**src/rtl/full_adder_pkg.sv**
```systemverilog
// Shared types and limits for the registered ripple-carry adder.
package full_adder_pkg;

    localparam int unsigned FA_MAX_WIDTH = 64;

    typedef struct packed {
        logic                    cout;
        logic [FA_MAX_WIDTH-1:0] sum;
    } fa_result_t;

endpackage

```
**src/rtl/full_adder_bit.sv**
```systemverilog
// Combinational 1-bit full adder cell, the leaf of the ripple chain.
module full_adder_bit (
    input  logic a,
    input  logic b,
    input  logic cin,
    output logic sum,
    output logic cout
);

    always_comb begin
        sum  = a ^ b ^ cin;
        cout = (a & b) | (a & cin) | (b & cin);
    end

endmodule

```
**src/rtl/full_adder.sv**
```systemverilog
// Registered, valid-qualified ripple-carry adder with one-cycle latency.
// Define FULL_ADDER_OVF_EN to add the registered signed-overflow output ovf.
module full_adder
    import full_adder_pkg::*;
#(
    parameter int unsigned WIDTH = 1
) (
    input  logic             clk,
    input  logic             rst_n,
    input  logic             in_valid,
    input  logic [WIDTH-1:0] a,
    input  logic [WIDTH-1:0] b,
    input  logic             cin,
    output logic             out_valid,
    output logic [WIDTH-1:0] sum,
    output logic             cout
`ifdef FULL_ADDER_OVF_EN
    ,
    output logic             ovf
`endif
);

    logic [WIDTH-1:0] a_qual;
    logic [WIDTH-1:0] b_qual;
    logic             cin_qual;
    logic [WIDTH-1:0] sum_bits;
    logic [WIDTH:0]   carry;

    logic [WIDTH-1:0] sum_q, sum_d;
    logic             cout_q, cout_d;
    logic             valid_q, valid_d;

    // Gate operands so idle-cycle X on a/b/cin never reaches the chain.
    always_comb begin
        a_qual   = in_valid ? a : '0;
        b_qual   = in_valid ? b : '0;
        cin_qual = in_valid ? cin : 1'b0;
    end

    assign carry[0] = cin_qual;

    for (genvar i = 0; i < WIDTH; i++) begin : g_bit
        full_adder_bit u_bit (
            .a    (a_qual[i]),
            .b    (b_qual[i]),
            .cin  (carry[i]),
            .sum  (sum_bits[i]),
            .cout (carry[i+1])
        );
    end

    always_comb begin
        sum_d   = sum_q;
        cout_d  = cout_q;
        valid_d = in_valid;
        if (in_valid) begin
            sum_d  = sum_bits;
            cout_d = carry[WIDTH];
        end
        if (!rst_n) begin
            sum_d   = '0;
            cout_d  = 1'b0;
            valid_d = 1'b0;
        end
    end

    always_ff @(posedge clk) begin
        sum_q   <= sum_d;
        cout_q  <= cout_d;
        valid_q <= valid_d;
    end

    assign sum       = sum_q;
    assign cout      = cout_q;
    assign out_valid = valid_q;

`ifdef FULL_ADDER_OVF_EN
    logic ovf_q, ovf_d;

    always_comb begin
        ovf_d = ovf_q;
        if (in_valid) begin
            ovf_d = carry[WIDTH] ^ carry[WIDTH-1];
        end
        if (!rst_n) begin
            ovf_d = 1'b0;
        end
    end

    always_ff @(posedge clk) begin
        ovf_q <= ovf_d;
    end

    assign ovf = ovf_q;
`endif

endmodule

```
**config.mk**
```make
export PLATFORM = sky130hd
export DESIGN_NAME = full_adder
export DESIGN_NICKNAME = d
export VERILOG_FILES = /design/src/rtl/full_adder_pkg.sv /design/src/rtl/full_adder_bit.sv /design/src/rtl/full_adder.sv
export SDC_FILE = /design/constraint.sdc
export NUM_CORES = 1
export LEC_CHECK = 0
export ABC_AREA = 1
export BUFFER_PORTS_ARGS = -buffer_cell sky130_fd_sc_hd__buf_2
export CAP_MARGIN = 20
export CORE_AREA = 2 2 39 41
export DETAILED_ROUTE_END_ITERATION = 7
export DIE_AREA = 0 0 41 43
export MAX_ROUTING_LAYER = met4
export PLACE_DENSITY = 0.36
export SLEW_MARGIN = 40
export SYNTH_ARGS = -nofsm -noshare
export SYNTH_HDL_FRONTEND = slang
export SYNTH_SLANG_ARGS = --single-unit
```
**constraint.sdc**
```tcl
create_clock -name clk -period 1.17 [get_ports clk]
set_input_delay 0.234 -clock clk [delete_from_list [all_inputs] [get_ports clk]]
set_output_delay 0.234 -clock clk [all_outputs]
set_load 0.05 [all_outputs]
```
; ---- Word-level counts from Yosys, hierarchy flattened
; Cells that the tools add are included.
[totals]
register_bits = 3
input_bits = 6
out_inout_bits = 3
word_cells = 13
[classes]
n_mux = 3
n_bitwise = 7
[ops]
columns = op, count
row1 = $and 1x1->1, 3
row2 = $mux 1, 3
row3 = $or 1x1->1, 2
row4 = $xor 1x1->1, 2

; ---- Logic depth before layout (Yosys ltp)
; Gate-level depths: netlist of run 1.
[logic_depth]
ltp_word = 4
mapped_depth = 8
depth_no_buf = 7

; ---- Cells and area by module
; A second synthesis of run 1 with hierarchy kept.
[unflattened]
hier_cells = 23
hier_area_um2 = 163.9
[modules_own_cells]
columns = module, instances, cells_per_inst, area_per_inst_um2, seq_area_each_um2
row1 = full_adder, 1, 22, 143.9, 60.1
row2 = full_adder_bit, 1, 1, 20.0, 0.0

; ---- Worst setup path before layout of run 1
; No wires, ideal clock.
[synth_path]
kind = input-to-reg
start = input in_valid
end = register sum_q (netlist: sum)
setup_ns = 0.062
arrival_time_ns = 1.138
t_required_ns = 1.108
slack_ns = -0.031
stages = 8
cell_sequence = buf_6 -> nand2_1 -> inv_1 -> fa_1 -> inv_1 -> nand2_1 -> nand2_1 -> nor2_2
[synth_between]
elab_chain_cells = 3
elab_cells_between_ends = 5
[synth_rtl]
columns = element, line_no
row1 = start: declaration, full_adder.sv:10  ; input logic in_valid,
row2 = "$mux 1, on equally long branches", "full_adder.sv:35, full_adder.sv:36"
row3 = $xor 1x1->1, full_adder_bit.sv:11  ; sum = a ^ b ^ cin;
row4 = $xor 1x1->1 (*), full_adder_bit.sv:11
row5 = named net g_bit[0].u_bit.sum, full_adder_bit.sv:6  ; output logic sum,
row6 = end signal: assignment, full_adder.sv:68  ; sum_q <= sum_d;
row7 = end: declaration, full_adder.sv:29  ; logic [WIDTH-1:0] sum_q, sum_d;
; The timed path passes the listed nets; every way through them passes the cells marked *.
; A chain may end at the register's enable or synchronous reset.

; ---- Worst setup path after layout of run 1
[layout_path]
start = register sum_q (netlist: sum)
end = output sum
[layout_rtl]
columns = element, line_no
row1 = end: declaration, full_adder.sv:15  ; output logic [WIDTH-1:0] sum,
; No word-level cell between the ends.

==> run summary, run 1 <==
The routed design uses 3 um of met3 wire. The clock input transition at the sequential cells of the worst setup and hold paths came out at 0.04 ns. The detailed router put a total of 123 um of wire on met1. The overflow left after global routing was 0; the total nets after synthesis was 30. The run gives 257 um as the half-perimeter wire length after placement. Counting flops with a built-in enable in the synthesized netlist gives 0. The die covers 0.00176 mm2. Dividing total power by cell area gives a power density of 1480 mW/mm2. Global routing consumed, over all layers together, 5.15% of the routing resources.

Entering global routing, the biggest net connects 6 pins. Sequential elements use 36.6% of the synthesized area. The flip-flop and latch count after synthesis was 3. For this configuration, the core starts out at a cell density of 11.8%. The final cell utilization of the core is 17.8%. The run gives 366 uW as the total design power.

The final critical-path required period was 1.05 ns; the number of buffers inserted by post-CTS setup repair was 0. The worst hold path was traced through 3 stages. The total stage count of the critical path came out at 1. The first routing iteration left 3 violations.

The most numerous cell in the Yosys netlist is nand2_1. Delay of the slowest cell on the worst path: 0.32 ns. The first-pass iteration count of the detailed router is 2, and the first-pass GRT wire length is 572 um. Measured in cells, the most critical reg-to-reg path has a length of 2. The number of nets in the layout came out at 43.

The congestion estimate from routability-driven global placement came to 0.587. Count of synthesis-stage warnings from yosys: 0. The post-cts hold buffer count was 0; the total number of placement rows was 14. After detailed routing, no signal wire sits above met3. Using the TritonRoute via totals, the vias-per-cell ratio works out to 3.22. The number of primary I/O pins came out at 9. In the post-synthesis netlist, the biggest area contributors are dfxtp_1, nand2_1, inv_1.

The tree is rooted in a clkbuf_4. dfxtp_1 takes more of the synthesized area than any other cell. In this run, distinct cell masters in the synthesized netlist total 8.

Among all flip-flop cells after synthesis, the most frequent one is dfxtp_1. The final critical path takes up 89.7% of the cycle. The required time at the endpoint of the critical path came out at 0.94 ns. The tools report the post-synthesis instance area as 164 um2. The logs give 0 for the max-capacitance violation count and 23 for the number of standard cells after synthesis. The number of hold violations in the final report was 0. After synthesis, the share of flip-flops with an asynchronous set or reset is 0%.

At the later pin of the worst-skew pair, clock insertion delay measures 0.23 ns. The routed design has 325 um of wire. The run gives 0 as the total DRC errors in the routed layout. The floorplan step defined a core boundary enclosing 0.00138 mm2.

The leakage power was 0.000155 uW; the vertical extent of the die was 43 um. From synthesis to final layout, the design area changed by 50.4%. Detailed routing inserted a total of 164 vias. The floorplan die width was 41 um. The number of antenna diodes in the final layout is 0. The signal on the critical path passes through buf_2. Along the worst path, the maximum fanout reaches 2.

The count of nets left with antenna violations once routing finished came out at 0. The logs give 0.82 ns for the signal arrival time at the worst endpoint and 0 for the number of antenna violations at the first check in global routing. In the detailed route, the total length drawn on met2 is 197 um. The worst setup path is launched from a flip-flop. The number of buffers and inverters on the critical path was 1; the maximum clock frequency was 953 MHz. STA classifies the critical path endpoint as a primary output. Setup violations remaining at the end of the flow were counted as 0.

The run gives 174 as the number of global-route vias before repair. The kind of critical path was flip-flop to primary output. The count of buffers added on input and output ports is 8. The number of gates resized after CTS was 0. Summed over all failing endpoints, the final setup total negative slack is 0 ns. TritonCTS built the clock tree. The largest individual stage delay along the critical path comes from the cell dfxtp_1.

Setup repair after global routing left no endpoint under its margin. The clock drives 3 sinks. IR analysis of the VDD net gives a maximum drop of 0.355 mV. In this run the biggest area consumer among cell types represents 36.6% of the synthesized area. The total CTS buffers is 3, and the number of H-tree levels is 1.

The min-delay analysis places its worst path in the category input pin to flip-flop. The share of layout cells above drive strength 1 came out at 40.0%. Sorting the synthesized cells by how often they occur yields nand2_1, inv_1, dfxtp_1, nor2_1.

The mean cell area of the mapped netlist was 7.13 um2; the relative slew slack was 83.6%. The cell class contributing the biggest share of worst-path delay was flip-flops. The detailed-route wire length per cell was 6.37 um; the maximum buffer depth of the clock tree was 2. The flow ran to the end, and the final reports show no timing, DRC or antenna violations. The tools report the number of pins with negative max-slew slack in the final report as 0. For the pin with the worst max-slew slack, the measured transition is 0.248 ns. For the final database, setup skew stands at 0 ns.
## final timing paths
check | slack, ns | endpoint | startpoint
worst max-delay path | 0.12 | sum | sum$_SDFFE_PN0P_
worst min-delay path | 0.24 | out_valid$_SDFF_PN0_ | rst_n
worst min register to register | 0.47 | cout$_SDFFE_PN0P_ | cout$_SDFFE_PN0P_
worst max register to register | 0.59 | sum$_SDFFE_PN0P_ | sum$_SDFFE_PN0P_
## metrics by stage
step           setup slack (ns)  cells  area [um2]  hold slack (ns)
2_1_floorplan           -0.0306     23         164            0.332
3_3_place_gp            -0.0784     47         220            0.461
3_5_place_dp            -0.0943     47         220            0.464
4_1_cts                   0.109     51         246            0.237
5_1_grt                  0.0729     51         246            0.253
6_report                  0.120     51         246            0.236
## cells by family after synthesis
logic type,Yosys count,synth area share [%]
adder cells (fa/ha/maj),1,12.2
buffers and inverters,7,20.6
flip-flops,3,36.6
AND/OR/NAND/NOR,12,30.5
## placed cells by master (no fill, tap or decap), drive strengths merged
cell and n:
fa 1, nor2 4, inv 6, clkbuf 4, buf 9, dfxtp 3, nand2 8
## flip-flops by register name (all words and copies together) (netlist names)
| register | count |
|---|---|
| out_valid | 1 |
| cout | 1 |
| sum | 1 |
## final cells by class
cell class / instances / area (um2)
fillers: 167 / 1140
multi-input cells: 13 / 70.1
flip-flops and latches: 3 / 60.1
repair buffers: 9 / 47.5
clock buffers: 4 / 26.3
inverters: 6 / 22.5
well taps: 16 / 20.0
## metal layers
metal | track usage [%] | vias to the layer above
li1 | - | 85
met4 | 6.00 | 0
met2 | 8.44 | 1
met1 | 4.52 | 78
met3 | 0 | 0
met5 | - | -
## where the power goes
part / internal (uW) / switching, uW
Combinational: 23.4 / 47.8
Sequential: 110 / 2.70
Clock: 128 / 54.3
Note: power is estimated with default switching activity, not from simulation.
==> run 2: changes to the inputs <==
GPL_TIMING_DRIVEN = 0   (was not set)
RECOVER_POWER = 25   (was not set)
==> run 2 against run 1 <==
Against the previous run:
- sequential share of layout area increased by 0.25 points
- power decreased by 2.0%
- non-clock buffer count decreased by 1
- cell count decreased by 2.0%
- global-route usage decreased by 0.21 points
- count of clock-buffer cells in the layout unchanged
- design area decreased by 1.0%
- sequential power about the same
- clock power decreased by 3%
- critical path type unchanged
- highest routed layer unchanged
==> run summary, run 2 (synthesized netlist as in run 1, its figures left out) <==
The leakage power came out at 0.000149 uW. The tools report the worst flop-to-flop path endpoint as sum$_SDFFE_PN0P_. The total power per unit cell area was 1470 mW/mm2. The worst reg2reg path startpoint is sum$_SDFFE_PN0P_. The launching element type of the critical path is a flip-flop. The number of hold violations in the final report was 0. Setup repair after global routing left no endpoint under its margin.

On the final layout, the worst hold slack is 0.232 ns. The number of buffer cells added on primary ports was 7; the total DRC errors in the routed layout was 0. On the critical path, the stage with the largest delay is an instance of dfxtp_1. The clock passes through at most 2 buffers. The cell class contributing the biggest share of worst-path delay is flip-flops. For this design, the CTS-stage hold fixing added 0 buffers. Number of nets in the layout: 42. The run gives 0 as the final-report setup violation count. The clock sink total is 3, and the number of antenna violations at the first check in global routing is 0.

The number of pins with negative max-slew slack in the final report is 0, and the routed via count is 155. The total stage count of the critical path was 1. Gates resized during post-CTS repair numbered 0. Wires add up to 299 um. VDD sags by at most 0.484 mV.

After layout, the worst path uses 89.3% of the clock period. Area of placed instances: 219 um2. For the worst-skew pair, the clock arrives at the later sink with an insertion delay of 0.23 ns. Buffers added to address setup during post-CTS repair amount to 0.

The tree is rooted in a clkbuf_4. The tools report the total number of placement rows as 14. The smallest clock period supported by the final layout is computed as 1.04 ns. In this run the vertical extent of the chip is 43 um.

The worst setup path is captured at a primary output. At the worst endpoint, the required time is 0.94 ns. The number of global-route vias before repair is 155, and the signal arrival time at the worst endpoint is 0.81 ns. The most common cell after layout, fill and taps aside was nand2_1.

For flop-to-flop paths, the worst setup slack is 0.59 ns. In this run the remaining antenna-violating nets after routing total 0. In the final layout, the share of cells above drive strength 1 is 35.3%. The first-pass iteration count of the detailed router is 1.

The delay of the slowest cell on the worst path was 0.32 ns; the number of primary I/O pins was 9. The first routing iteration left 0 violations. From synthesis to final layout, the design area changed by 48.9%. Entering global routing, the biggest net connects 9 pins. For the final database, setup skew stands at 0 ns.

After clock tree synthesis, the clock-pin slew on the worst setup and hold paths is 0.04 ns. Using the TritonRoute via totals, the vias-per-cell ratio works out to 3.10. The critical path is of the flip-flop to primary output type.

TritonCTS built the clock tree. The top cell types in the final layout, fill and taps aside, are nand2_1, inv_1, buf_2. The tool flagged a number of max-cap violations equal to 0. The post-route cell area is 244 um2, and the number of H-tree levels is 1. Timing would allow up to 957 MHz. In this run the worst setup path begins at cout$_SDFFE_PN0P_. The highest fanout seen on the critical path was 2. The path class of the tightest hold or removal check is input pin to flip-flop. The flow ran to the end, and the final reports show no timing, DRC or antenna violations.

In this run the tightest slew margin relative to its limit is 83.5%. The worst register-to-register path has a depth of 2. 0 antenna diodes ended up in the layout. The congestion estimate from routability-driven global placement came to 0.581. Across every metal layer, demand over resource in global routing totals 4.94%. The initial utilization of the core area, before any placement, comes to 11.8%.

The pin slew with the least headroom to its limit was 0.249 ns. The total CTS buffers is 3. The number of buffers and inverters on the critical path was 1. The floorplan die width came out at 41 um.

The overflow left after global routing was 0; the first-pass GRT wire length was 531 um. The critical path capture point was cout. The region available for standard cell placement spans 0.00138 mm2. The detailed-route wire length per cell is 5.98 um, and the half-perimeter wire length after placement is 248 um. Traced cell by cell, the critical path runs through buf_2. The die covers 0.00176 mm2.
run 2: cell count changes in the layout (fill, tap and decap cells not counted):
| cell | delta |
|---|---|
| buf_2 | -2 |
| buf_4 | -1 |
| buf_6 | +1 |
| clkbuf_1 | +1 |
run 2: how the worst min path moves through the flow:
stage	from	to	slack [ns]	cells after the start
detailed placement	in_valid	out_valid$_SDFF_PN0_	0.47	3
finish	in_valid	out_valid$_SDFF_PN0_	0.23	3
floorplan	rst_n	out_valid$_SDFF_PN0_	0.33	2
global placement	in_valid	out_valid$_SDFF_PN0_	0.46	3
global route	in_valid	out_valid$_SDFF_PN0_	0.24	3
CTS	in_valid	out_valid$_SDFF_PN0_	0.23	3
run 2: final cells by class:
type,instances,area [um2]
buffer,1,11.3
fill,159,1140
clock buffer,4,26.3
multi-input combinational,13,70.1
tap,16,20.0
inverter,6,22.5
sequential,3,60.1
timing repair buffer,7,33.8
run 2: routing by layer:
metal	GRT usage, %	share of wire, %	up-vias
li1	-	-	83
met3	3.14	1.0	0
met4	4.00	0	0
met1	4.19	42	71
met2	7.19	57	1
met5	-	0	-
run 2: where the power goes:
part           internal, uW  total [uW]  switching (uW)
clock network           127         176            48.8
logic                  22.9        69.9            47.0
registers               110         112            2.47
total                   260         359            98.3
run 2: tightest hold or removal path: cells and delay by family:
family / cells / cell delay, ns
simple gates: 1 / 0.05
buf+inv: 2 / 0.14
run 2: through the flow:
| step | TNS [ns] | utilization (%) | std cells | total power [uW] | setup WS (ns) |
|---|---|---|---|---|---|
| 2_1_floorplan | -0.0306 | - | 23 | 168 | -0.0306 |
| 3_3_place_gp | -0.0763 | 15.8 | 46 | 186 | -0.0763 |
| 3_5_place_dp | -0.0745 | 15.8 | 46 | 186 | -0.0745 |
| 4_1_cts | 0 | 17.7 | 50 | 370 | 0.113 |
| 5_1_grt | 0 | 17.6 | 50 | 386 | 0.0807 |
| 6_report | 0 | 17.6 | 50 | 359 | 0.125 |
